===== src/rtl/multicycle_ctrl.sv =====
// Control FSM for a multicycle MIPS-style datapath: fetch/decode/execute/memory/writeback
// sequencing with memory-wait timeout and sticky illegal/timeout error flags.
module multicycle_ctrl #(
   parameter int unsigned WAIT_LIMIT = 15
) (
   input  logic       clk,
   input  logic       rst_n,
   input  logic [5:0] opcode,
   input  logic       mem_ready,
   input  logic       eq,
   output logic [2:0] alu_op,
   output logic       ir_write,
   output logic       pc_write,
   output logic       mem_read,
   output logic       mem_write,
   output logic       iord,
   output logic       reg_write,
   output logic       reg_dst,
   output logic       mem_to_reg,
   output logic       alu_out_write,
   output logic [1:0] pc_src,
   output logic [1:0] alu_src_b,
   output logic [2:0] state,
   output logic       instr_done,
   output logic       illegal,
   output logic       timeout
);

   localparam int unsigned CntW =
      ($clog2(WAIT_LIMIT + 1) > 4) ? $clog2(WAIT_LIMIT + 1) : 4;

   localparam logic [5:0] OpRtype = 6'h00;
   localparam logic [5:0] OpLw    = 6'h23;
   localparam logic [5:0] OpSw    = 6'h2B;
   localparam logic [5:0] OpBeq   = 6'h04;
   localparam logic [5:0] OpJ     = 6'h02;
   localparam logic [5:0] OpAddi  = 6'h08;
   localparam logic [5:0] OpAndi  = 6'h0C;
   localparam logic [5:0] OpOri   = 6'h0D;

   typedef enum logic [2:0] {
      StFetch  = 3'd0,
      StDecode = 3'd1,
      StExec   = 3'd2,
      StMem    = 3'd3,
      StWb     = 3'd4,
      StErr    = 3'd7
   } state_e;

   state_e          state_q, state_d;
   logic [CntW-1:0] cnt_q, cnt_d;
   logic            illegal_q, timeout_q;
   logic            set_illegal, set_timeout;
   logic            is_r, is_lw, is_sw, is_beq, is_j, is_addi, is_andi, is_ori, legal;
   logic            in_wait_state, wait_exp;
   logic [2:0]      dec_alu_op;

   assign is_r    = (opcode == OpRtype);
   assign is_lw   = (opcode == OpLw);
   assign is_sw   = (opcode == OpSw);
   assign is_beq  = (opcode == OpBeq);
   assign is_j    = (opcode == OpJ);
   assign is_addi = (opcode == OpAddi);
   assign is_andi = (opcode == OpAndi);
   assign is_ori  = (opcode == OpOri);
   assign legal   = is_r | is_lw | is_sw | is_beq | is_j | is_addi | is_andi | is_ori;

   // Pure function of opcode, so it holds steady from DECODE through EXEC.
   always_comb begin
      dec_alu_op = 3'd1;
      if (is_r)         dec_alu_op = 3'd0;
      else if (is_andi) dec_alu_op = 3'd2;
      else if (is_ori)  dec_alu_op = 3'd3;
   end

   assign in_wait_state = (state_q == StFetch) || (state_q == StMem);
   assign wait_exp      = in_wait_state && !mem_ready && (cnt_q == CntW'(WAIT_LIMIT));

   always_comb begin
      state_d       = state_q;
      set_illegal   = 1'b0;
      set_timeout   = 1'b0;
      alu_op        = 3'd1;
      ir_write      = 1'b0;
      pc_write      = 1'b0;
      mem_read      = 1'b0;
      mem_write     = 1'b0;
      iord          = 1'b0;
      reg_write     = 1'b0;
      reg_dst       = 1'b0;
      mem_to_reg    = 1'b0;
      alu_out_write = 1'b0;
      pc_src        = 2'd0;
      alu_src_b     = 2'd0;
      instr_done    = 1'b0;
      unique case (state_q)
         StFetch: begin
            if (wait_exp) begin
               set_timeout = 1'b1;
               state_d     = StErr;
            end else begin
               mem_read = 1'b1;
               if (mem_ready) begin
                  ir_write = 1'b1;
                  pc_write = 1'b1;
                  state_d  = StDecode;
               end
            end
         end
         StDecode: begin
            alu_op = dec_alu_op;
            if (is_j) begin
               pc_write   = 1'b1;
               pc_src     = 2'd2;
               instr_done = 1'b1;
               state_d    = StFetch;
            end else if (!legal) begin
               set_illegal = 1'b1;
               state_d     = StErr;
            end else begin
               state_d = StExec;
            end
         end
         StExec: begin
            alu_op = dec_alu_op;
            if (is_lw || is_sw || is_addi) alu_src_b = 2'd1;
            else if (is_andi || is_ori)    alu_src_b = 2'd2;
            if (is_beq) begin
               pc_write   = eq;
               pc_src     = 2'd1;
               instr_done = 1'b1;
               state_d    = StFetch;
            end else begin
               alu_out_write = 1'b1;
               state_d       = (is_lw || is_sw) ? StMem : StWb;
            end
         end
         StMem: begin
            alu_op = dec_alu_op;
            if (wait_exp) begin
               set_timeout = 1'b1;
               state_d     = StErr;
            end else begin
               iord      = 1'b1;
               mem_read  = is_lw;
               mem_write = is_sw;
               if (mem_ready) begin
                  if (is_lw) begin
                     state_d = StWb;
                  end else begin
                     instr_done = 1'b1;
                     state_d    = StFetch;
                  end
               end
            end
         end
         StWb: begin
            alu_op     = dec_alu_op;
            reg_write  = 1'b1;
            instr_done = 1'b1;
            reg_dst    = is_r;
            mem_to_reg = is_lw;
            state_d    = StFetch;
         end
         StErr: state_d = StErr;
         default: state_d = StErr;
      endcase

      // Reset masks every strobe immediately, not just after the next edge.
      if (!rst_n) begin
         alu_op        = 3'd1;
         ir_write      = 1'b0;
         pc_write      = 1'b0;
         mem_read      = 1'b0;
         mem_write     = 1'b0;
         iord          = 1'b0;
         reg_write     = 1'b0;
         reg_dst       = 1'b0;
         mem_to_reg    = 1'b0;
         alu_out_write = 1'b0;
         pc_src        = 2'd0;
         alu_src_b     = 2'd0;
         instr_done    = 1'b0;
      end
   end

   always_comb begin
      cnt_d = cnt_q;
      if (state_d != state_q || mem_ready) cnt_d = '0;
      else if (in_wait_state)              cnt_d = cnt_q + CntW'(1);
   end

   always_ff @(posedge clk) begin
      if (!rst_n) begin
         state_q   <= StFetch;
         cnt_q     <= '0;
         illegal_q <= 1'b0;
         timeout_q <= 1'b0;
      end else begin
         state_q   <= state_d;
         cnt_q     <= cnt_d;
         illegal_q <= illegal_q | set_illegal;
         timeout_q <= timeout_q | set_timeout;
      end
   end

   assign state   = state_q;
   assign illegal = illegal_q;
   assign timeout = timeout_q;

endmodule


===== config.mk =====
export PLATFORM = sky130hd
export DESIGN_NAME = multicycle_ctrl
export DESIGN_NICKNAME = d
export VERILOG_FILES = /design/src/rtl/multicycle_ctrl.sv
export SDC_FILE = /design/constraint.sdc
export NUM_CORES = 1
export LEC_CHECK = 0
export ABC_AREA = 1
export CORE_MARGIN = 4
export CORE_UTILIZATION = 43
export DETAILED_ROUTE_END_ITERATION = 8
export PLACE_DENSITY = 0.78
export SLEW_MARGIN = 20
export SYNTH_ARGS = -nofsm -noshare
export SYNTH_HDL_FRONTEND = slang
export SYNTH_SLANG_ARGS = --single-unit
export TNS_END_PERCENT = 5

===== constraint.sdc =====
create_clock -name clk -period 1.85 [get_ports clk]
set_input_delay 0.37 -clock clk [delete_from_list [all_inputs] [get_ports clk]]
set_output_delay 0.37 -clock clk [all_outputs]
set_load 0.02 [all_outputs]

=== Word level (Yosys, flattened, before mapping) ===
Index checks and enable logic that the tools add are counted.

* Input port bits: 10
* Output and inout port bits: 22
* Register bits after elaboration: 9
* Logic and storage cells: 101

* Mux-type cells: 60
* Reduce and logical (&&, ||, !) cells: 13
* Bitwise operators: 10
* Eq/ne operators: 13
* Add/subtract/negate cells: 1

{| class="wikitable"
|+ Operators with widths
! operator !! count
|-
| $mux W1 || 35
|-
| $mux W3 || 11
|-
| $eq A6 B4 Y1 const B || 3
|-
| $mux W2 || 9
|-
| $pmux W3 S5 || 1
|-
| $eq A6 B6 Y1 const B || 2
|-
| $or A1 B1 Y1 || 9
|-
| $eq A3 B2 Y1 const B || 2
|-
| $eq A6 B2 Y1 const B || 1
|-
| $eq A6 B3 Y1 const B || 1
|-
| $logic_not A6 Y1 || 1
|-
| $logic_or A1 B1 Y1 || 5
|-
| $add A4 B1 Y4 const B || 1
|-
| $eq A4 B4 Y1 const B || 1
|-
| $pmux W1 S4 || 1
|-
| $pmux W2 S2 || 1
|-
| $reduce_or A2 Y1 || 2
|-
| $reduce_or A4 Y1 || 1
|-
| $eq A3 B1 Y1 const B || 1
|-
| $eq A3 B3 Y1 const B || 1
|-
| $logic_not A3 Y1 || 1
|-
| $ne A3 B3 Y1 || 1
|-
| $pmux W1 S3 || 1
|-
| $logic_and A1 B1 Y1 || 2
|-
| 3 further kinds || 3
|}

=== Longest topological paths before layout ===
Gate-level depths: netlist of run 1.

* Depth in word-level cells: 14
* Mapped depth: 13
* Mapped depth without buffers: 12

=== Worst setup path after synthesis of run 1 ===
Ideal clock, no wire load.

* Path kind: register -> output
* From: register state_q[1] (netlist: state[1])
* To: output port instr_done
* Arrival time: 1.540 ns
* Required time: 1.480 ns
* Slack: -0.060 ns
* Path buffers: 1
* Stages on the path, launching flop included: 7
* Path through: dfxtp_1 > buf_2 > o21ai_0 > inv_1 > nor3_1 > inv_1 > a31oi_1

* Cells in the longest elaborated chain, start to end: 7
* Elaborated cells on any way between the ends: 11
* Classes of those cells: eq/ne: 4; mux: 3; reduce/logical: 4

{| class="wikitable"
|+ Ends and longest elaborated chain
! what !! line !! RTL
|-
| from (decl) || 50 || <nowiki>state_e state_q, state_d;</nowiki>
|-
| from (signal assigned) || 195 || <nowiki>state_q <= StFetch;</nowiki>
|-
| from (signal assigned) || 200 || <nowiki>state_q <= state_d;</nowiki>
|-
| $eq A3 B2 Y1 or $logic_not A3 Y1 (tied branches) || 76, 96 ||
|-
| $logic_or A1 B1 Y1 || 76 || <nowiki>assign in_wait_state = (state_q == StFetch) || (state_q == StMem);</nowiki>
|-
| $logic_and A1 B1 Y1 (2 in series) || 77 || <nowiki>assign wait_exp = in_wait_state && !mem_ready && (cnt_q == CntW'(WAIT_LIMIT));</nowiki>
|-
| $mux W1 || 140 || <nowiki>if (wait_exp) begin</nowiki>
|-
| $pmux W1 S4 * || 96 || <nowiki>unique case (state_q)</nowiki>
|-
| $mux W1 * || 170 || <nowiki>if (!rst_n) begin</nowiki>
|-
| to (decl) || 24 || <nowiki>output logic instr_done,</nowiki>
|}

Every way passes the cells marked *; elsewhere a longest branch is shown, timed or not.

=== Worst setup path in the final report of run 1 ===
* From: input port opcode[5]
* To: register cnt_q[0]

* Cells in the longest elaborated chain, start to end: 14
* Elaborated cells on any way between the ends: 27
* Classes of those cells: eq/ne: 8; mux: 8; bitwise: 7; reduce/logical: 4

{| class="wikitable"
|+ Ends and longest elaborated chain
! what !! line !! RTL
|-
| from (decl) || 8 || <nowiki>input logic [5:0] opcode,</nowiki>
|-
| $eq A6 B6 Y1 or $logic_not A6 Y1 (tied branches) || 59, 58 ||
|-
| $or A1 B1 Y1 (7 in series) || 66 || <nowiki>assign legal = is_r | is_lw | is_sw | is_beq | is_j | is_addi | is_andi | is_ori;</nowiki>
|-
| $mux W3 || 117 || <nowiki>end else if (!legal) begin</nowiki>
|-
| $mux W3 || 112 || <nowiki>if (is_j) begin</nowiki>
|-
| $pmux W3 S5 * || 96 ||
|-
| $ne A3 B3 Y1 * || 189 || <nowiki>if (state_d != state_q || mem_ready) cnt_d = '0;</nowiki>
|-
| $logic_or A1 B1 Y1 * || 189 ||
|-
| $reduce_or A2 Y1 (no line) * || -- ||
|-
| to (signal assigned) || 201 || <nowiki>cnt_q <= cnt_d;</nowiki>
|-
| to (decl) || 51 || <nowiki>logic [CntW-1:0] cnt_q, cnt_d;</nowiki>
|}

Marks and branches as above.
A chain may end at the register's enable or synchronous reset.

==> impl_metrics.yaml, run 1 <==
run_status:
  outcome: "finished, violations left"
  failed_checks: "negative setup slack"
place:
  port-buffer-count: 30
  place_congestion: 0.842
  pre_cts_ws_ns: -0.796
  detailed_place_hpwl_um: 2390
  placed_cells: 235
setup_path:
  timing.critical_path.to_type: "register"
  critical-path-slowest-cell: "sky130_fd_sc_hd__nor2_1"
  crit_path_max_incr_delay_ns: 0.23
  crit_type: "input port to register"
  crit_path_max_fanout: 5
  worstPathRequired_ns: 2.01
  critPathArrivalTime_ns: 2.14
  crit_path_cell_trace: "buf_2, nor2_4, buf_6, nand2_2, buf_4, nor2_2, buf_4, nor2_1, nand2_1, nand2_2, nor2_1, nand2_1, nand2_1, nor2_2, nand2_2, nor2_1"
  cp-start-kind: "input port"
die:
  io-pin-count: 32
  die_h_um: 52.3
  die_w_um: 52.3
  core-area_um2: 1800
  rows: 15
  die_area_um2: 2740
  initial_core_utilization: 0.469
clocking:
  cts-root-buf: "sky130_fd_sc_hd__clkbuf_4"
  worstSkewPairLatency_ns: 0.26
  ctsHtreeMaxLevel: 1
  clock-sinks: 9
  clk_transition_reported_paths_ns: 0.07
  cts_tree: "done"
  cts-root-to-sink-buffers: 2
  postCtsHoldBufs: 0
  cts-buffers-inserted: 3
detailed_routing:
  detailed_route_wl_um: 5030
  route.detailed.vias_per_inst: 5.82
  drc_violations_left: 0
  drt_pass_1_iters: 5
  detail-route-antenna-nets: 0
  wire_per_inst_um: 20.0
  initialDrtViolationCount: 86
  vias: 1462
logic_synthesis:
  synth_top_area_cell: "sky130_fd_sc_hd__dfxtp_1"
  synth.top_cell.area_share: 0.213
  synthMostInstantiatedCell: "sky130_fd_sc_hd__nor2_1"
  ys_top_cells_by_count: "31 x sky130_fd_sc_hd__nor2_1, 22 x sky130_fd_sc_hd__nand2_1, 20 x sky130_fd_sc_hd__inv_1"
  mappedNetlistArea_um2: 845
  synth-edff-count: 0
  yosys-top-cells-area: "sky130_fd_sc_hd__dfxtp_1 21%, sky130_fd_sc_hd__nor2_1 14%, sky130_fd_sc_hd__nand2_1 9.8%"
  sequential_to_total_area_share_from_yosys_stat: 0.213
  synth_top_flop_cell: "sky130_fd_sc_hd__dfxtp_1"
  synth_warnings: 0
  syn-num-nets: 154
  synth_cell_types: 27
  async_reset_ff_frac: 0
  post_synth.cell_area_avg_um2: 5.91
  post_synthesis_sequential_element_count: 9
  syn-instance-count: 143
layout:
  relative_area_change_from_synthesis_to_final_layout_pct: 99.0
  final_nets: 238
  ff_latch_area_um2: 191
  antenna-diode-count: 0
  nFillCells: 67
  instances_no_fill: 251
  layout.core_utilization: 0.933
  layout_cell_share_with_drive_strength_beyond_1: 0.588
  multi_input_gate_area_um2: 711
timing:
  finalHoldWorstSlack_ns: 0.530
  final.setup.worst_slack_ns: -0.135
  fin_crit_sh: 1.07
  period_needed_ns: 1.98
  timing_hold_violations_final: 0
  final_max_slew_viol_count: 0
  fmaxAchievable_mhz: 504
  timing.final.setup_violations: 16
  unrepaired_setup_endpoints_after_global_routing: "true"
  clock_skew_ns: 0.00349
  setup_tns_ns: -1.10
global_route:
  pin_count_of_the_biggest_net_entering_global_routing: 8
  grt_util_all_layers: 0.275
  initial_antenna_violation_count: 0
  grt-ovfl-total: 0
  first_global_vias: 1284
  first_pass_grt_wire_length_um: 5610
run:
  maxCapViolCount: 0
pwr:
  leakage_nw: 0.866
  irDropWorstVdd_v: 0.000799
  power.density_nw_per_um2: 1120
min_path:
  timing.hold.worst.class: "register to register"
-- layer usage --
layer | share of wire | vias up | routed length (um) | GRT usage
met1 | 0.36 | 662 | 1790 | 0.317
li1 | - | 611 | - | -
met4 | 0.081 | 0 | 406 | 0.119
met2 | 0.43 | 141 | 2170 | 0.467
met5 | 0 | - | 0 | 0
met3 | 0.13 | 48 | 663 | 0.0798
-- stage by stage --
stage	cell area (um^2)	total power, mW
2_1_floorplan	851	0.830
3_3_place_gp	1470	1.34
3_5_place_dp	1470	1.37
4_1_cts	1540	1.54
5_1_grt	1680	1.95
6_report	1680	1.88
-- repair_timing --
item                       CTS  global route
setup buffers                9             3
pin swaps                    8            14
setup endpoints to repair   21            20
resized for setup          103            49
-- area by class of cell --
class,instances,share of cell area
Clock buffer,3,0.0134
Multi-Input combinational cell,107,0.423
Clock inverter,1,0.00298
Timing Repair Buffer,82,0.372
Inverter,24,0.0566
Tap cell,25,0.0186
Sequential cell,9,0.114
-- sequential cells by signal (all words and copies together) (netlist names) --
| register | count |
|---|---|
| timeout | 1 |
| state | 3 |
| cnt_q | 4 |
| illegal | 1 |
-- logic make-up after synthesis --
logic type,after synthesis,share of synthesized area
AOI/OAI and AO/OA,8,0.0563
and+or+nand+nor,93,0.541
DFF,9,0.213
xor gates and xnor gates,3,0.0311
muxes,1,0.0133
other,1,0.00444
buffers and inverters,27,0.126
adders and majority gates,1,0.0148
-- critical path: cells and delay by family --
family | cells | cell delay (ns)
simple gates | 12 | 1.22
buf+inv | 4 | 0.54
-- cell usage in the layout, fill, tap and decap left out, types with 2 or more instances in the layout --
cell | netlist | final
sky130_fd_sc_hd__nor2_2 | 9 | 12
sky130_fd_sc_hd__nor3_4 | 0 | 2
sky130_fd_sc_hd__dfxtp_1 | 9 | 6
sky130_fd_sc_hd__nor3_1 | 7 | 3
sky130_fd_sc_hd__buf_2 | 1 | 9
sky130_fd_sc_hd__clkdlybuf4s50_1 | 0 | 6
sky130_fd_sc_hd__clkbuf_4 | 0 | 3
sky130_fd_sc_hd__nand4_1 | 2 | 2
sky130_fd_sc_hd__nor2_4 | 0 | 4
sky130_fd_sc_hd__nand3_4 | 1 | 3
sky130_fd_sc_hd__xnor2_1 | 3 | 3
sky130_fd_sc_hd__inv_4 | 0 | 2
sky130_fd_sc_hd__nand2_2 | 8 | 9
sky130_fd_sc_hd__buf_4 | 1 | 59
sky130_fd_sc_hd__nand2_4 | 2 | 4
sky130_fd_sc_hd__nand2_1 | 22 | 19
sky130_fd_sc_hd__nor3_2 | 0 | 2
sky130_fd_sc_hd__nor2_1 | 31 | 24
sky130_fd_sc_hd__clkbuf_2 | 0 | 2
sky130_fd_sc_hd__nand3_1 | 8 | 3
sky130_fd_sc_hd__a21oi_1 | 2 | 2
sky130_fd_sc_hd__dfxtp_4 | 0 | 3
sky130_fd_sc_hd__buf_6 | 0 | 4
sky130_fd_sc_hd__nand3_2 | 1 | 4
sky130_fd_sc_hd__inv_2 | 4 | 5
sky130_fd_sc_hd__inv_1 | 20 | 17
-- where the power goes --
group / internal [mW] / switching (mW)
clock network: 0.0800 / 0.0744
logic: 0.602 / 0.790
registers: 0.249 / 0.0870
total: 0.930 / 0.952
-- worst paths after layout --
check | start | endpoint | slack, ns | cells past startpoint
worst min-delay path | timeout | timeout | 0.53 | 2
worst max register to register | state[0] | cnt_q[2] | -0.05 | 12
worst max-delay path | opcode[5] | cnt_q[0] | -0.13 | 16
worst min register to register | timeout | timeout | 0.53 | 2
Note: power is estimated with default switching activity, not from simulation.
==> run 2: changes to the inputs <==
- CORE_UTILIZATION: 43 -> 50
- DONT_BUFFER_PORTS: not set -> 1
- PLACE_DENSITY: 0.78 -> not set
- SLEW_MARGIN: 20 -> not set
==> run 2 against run 1 <==
  * The flow still finishes with violations (negative setup slack)
  * Largest power group unchanged
  * Combinational power down 43%
  * Fmax is 3.8% higher
  * Total power fell by 31%
  * Sequential cell count stayed put
  * Register-to-register slack gained 0.33 ns
  * Clock skew increased by 0.0054 ns
  * Sequential power hardly changed
  * Critical path depth shrank 10
  * First-iteration DRC count is 71% lower
  * Cell count fell by 27%
  * Clock-buffer cell count up 1
  * Largest cell class unchanged
==> impl_metrics.yaml, run 2 (synthesis results as in run 1) <==
run_status:
  outcome: "finished, violations left"
  failed_checks: "negative setup slack"
setup_path:
  worst-r2r-setup-slack_ns: 0.28
  crit_path_max_fanout: 7
  cp-start-kind: "register"
  worst-r2r-cell-count: 11
  critPathArrivalTime_ns: 1.54
  critical-path-slowest-cell: "sky130_fd_sc_hd__dfxtp_4"
  crit-reg2reg-capture: "cnt_q[1]"
  worstPathRequired_ns: 1.48
  crit_path_max_incr_delay_ns: 0.40
  regToRegStartpoint: "state[2]"
  crit_path_cell_trace: "o21ai_4, inv_2, nor3_2, inv_1, a31oi_2, buf_4"
  crit_type: "register to primary output"
  timing.critical_path.to_type: "primary output"
detailed_routing:
  wire_per_inst_um: 12.4
  drt_pass_1_iters: 4
  vias: 968
  initialDrtViolationCount: 25
  detailed_route_wl_um: 2260
  route.detailed.vias_per_inst: 5.32
  detail-route-antenna-nets: 0
  drc_violations_left: 0
min_path:
  min_path_cells: 2
  min-delay-start: "rst_n"
  min_to: "state[2]"
  timing.hold.worst.class: "input port to register"
layout:
  largest_register_ffs: 4
  final_nets: 178
  layout.core_utilization: 0.718
  instances_no_fill: 182
  layout_commonest_cell: "sky130_fd_sc_hd__nor2_1"
  relative_area_change_from_synthesis_to_final_layout_pct: 32.6
  antenna-diode-count: 0
  top_register: "cnt_q"
  layout_cell_share_with_drive_strength_beyond_1: 0.398
  mostFrequentLayoutCells: "30 x sky130_fd_sc_hd__nor2_1, 21 x sky130_fd_sc_hd__nand2_1, 21 x sky130_fd_sc_hd__buf_4"
clocking:
  cts_tree: "done"
  cts-root-buf: "sky130_fd_sc_hd__clkbuf_4"
  ctsHtreeMaxLevel: 1
  clk_transition_reported_paths_ns: 0.07
  postCtsHoldBufs: 0
  cts-buffers-inserted: 3
  cts-root-to-sink-buffers: 2
  worstSkewPairLatency_ns: 0.26
  clock-sinks: 9
global_route:
  pin_count_of_the_biggest_net_entering_global_routing: 12
  first_pass_grt_wire_length_um: 3530
  initial_antenna_violation_count: 0
  first_global_vias: 850
  grt_util_all_layers: 0.181
  grt-ovfl-total: 0
timing:
  fin_crit_sh: 1.03
  final.setup.worst_slack_ns: -0.0623
  unrepaired_setup_endpoints_after_global_routing: "true"
  fmaxAchievable_mhz: 523
  timing.final.setup_violations: 1
  period_needed_ns: 1.91
  timing_hold_violations_final: 0
  clock_skew_ns: 0.00891
  setup_tns_ns: -0.0623
  finalHoldWorstSlack_ns: 0.207
  final_max_slew_viol_count: 0
die:
  rows: 14
  die_area_um2: 2410
  die_h_um: 49.1
  core-area_um2: 1560
  io-pin-count: 32
  die_w_um: 49.1
  initial_core_utilization: 0.542
place:
  placed_cells: 173
  place_congestion: 0.923
  port-buffer-count: 0
  detailed_place_hpwl_um: 1730
pwr:
  irDropWorstVdd_v: 0.000939
  power.density_nw_per_um2: 1150
  power_mw: 1.29
  leakage_nw: 0.548
run:
  maxCapViolCount: 0
==> run 2: changes by cell type in the layout (fill, tap and decap cells not counted), sizes merged <==
cell / change
buf: -50
clkdlybuf4s50: -6
clkbuf: -1
clkinv: -1
dlygate4sd2: -1
dlymetal6s2s: -1
==> run 2: how the worst max path moves through the flow <==
stage | endpoint | from | cells past startpoint
6_report | instr_done | state[1] | 6
5_1_grt | instr_done | state[1] | 6
4_1_cts | mem_write | state[2] | 7
3_5_place_dp | instr_done | state[0] | 6
3_3_place_gp | instr_done | state[0] | 6
2_1_floorplan | alu_op[1] | state[1] | 6
==> run 2: per-stage QoR <==
stage               cell area, um^2  setup WS (ns)
global placement                982         0.0776
CTS                            1050        -0.0127
detailed placement              982         0.0336
global route                   1120         -0.156
finish                         1120        -0.0623
floorplan                       851         0.0187
==> run 2: layer usage <==
layer | up-vias | track usage | routed length, um
li1 | 491 | - | -
met1 | 429 | 0.234 | 1060
met2 | 48 | 0.281 | 981
met3 | 0 | 0.0765 | 217
met4 | 0 | 0.0332 | 0
met5 | - | 0 | 0
==> run 2: what timing repair did <==
item                                    4_1_cts  5_1_grt
gates resized for setup                      13        8
pin swaps                                     0        4
buffers inserted                              0        5
endpoints found under the setup margin        8       10
==> run 2: where the power goes <==
| part | switching (mW) | internal [mW] | total (mW) |
|---|---|---|---|
| Sequential | 0.0905 | 0.249 | 0.339 |
| Combinational | 0.493 | 0.306 | 0.799 |
| Clock | 0.0722 | 0.0832 | 0.155 |
==> run 2: worst max-delay path: cells and delay by family (launching register included) <==
family                 cells  cell delay (ns)
and+or+nand+nor            1             0.21
AOI/OAI and AO/OA          2             0.35
DFF                        1             0.40
buffers and inverters      3             0.32
==> run 2: cell type report <==
type / instances / area [um^2]
multi-input cells: 107 / 623
fillers: 142 / 439
flip-flops and latches: 9 / 191
repair buffers: 22 / 169
inverters: 24 / 90.1
clock buffers: 4 / 26.3
well taps: 16 / 20.0
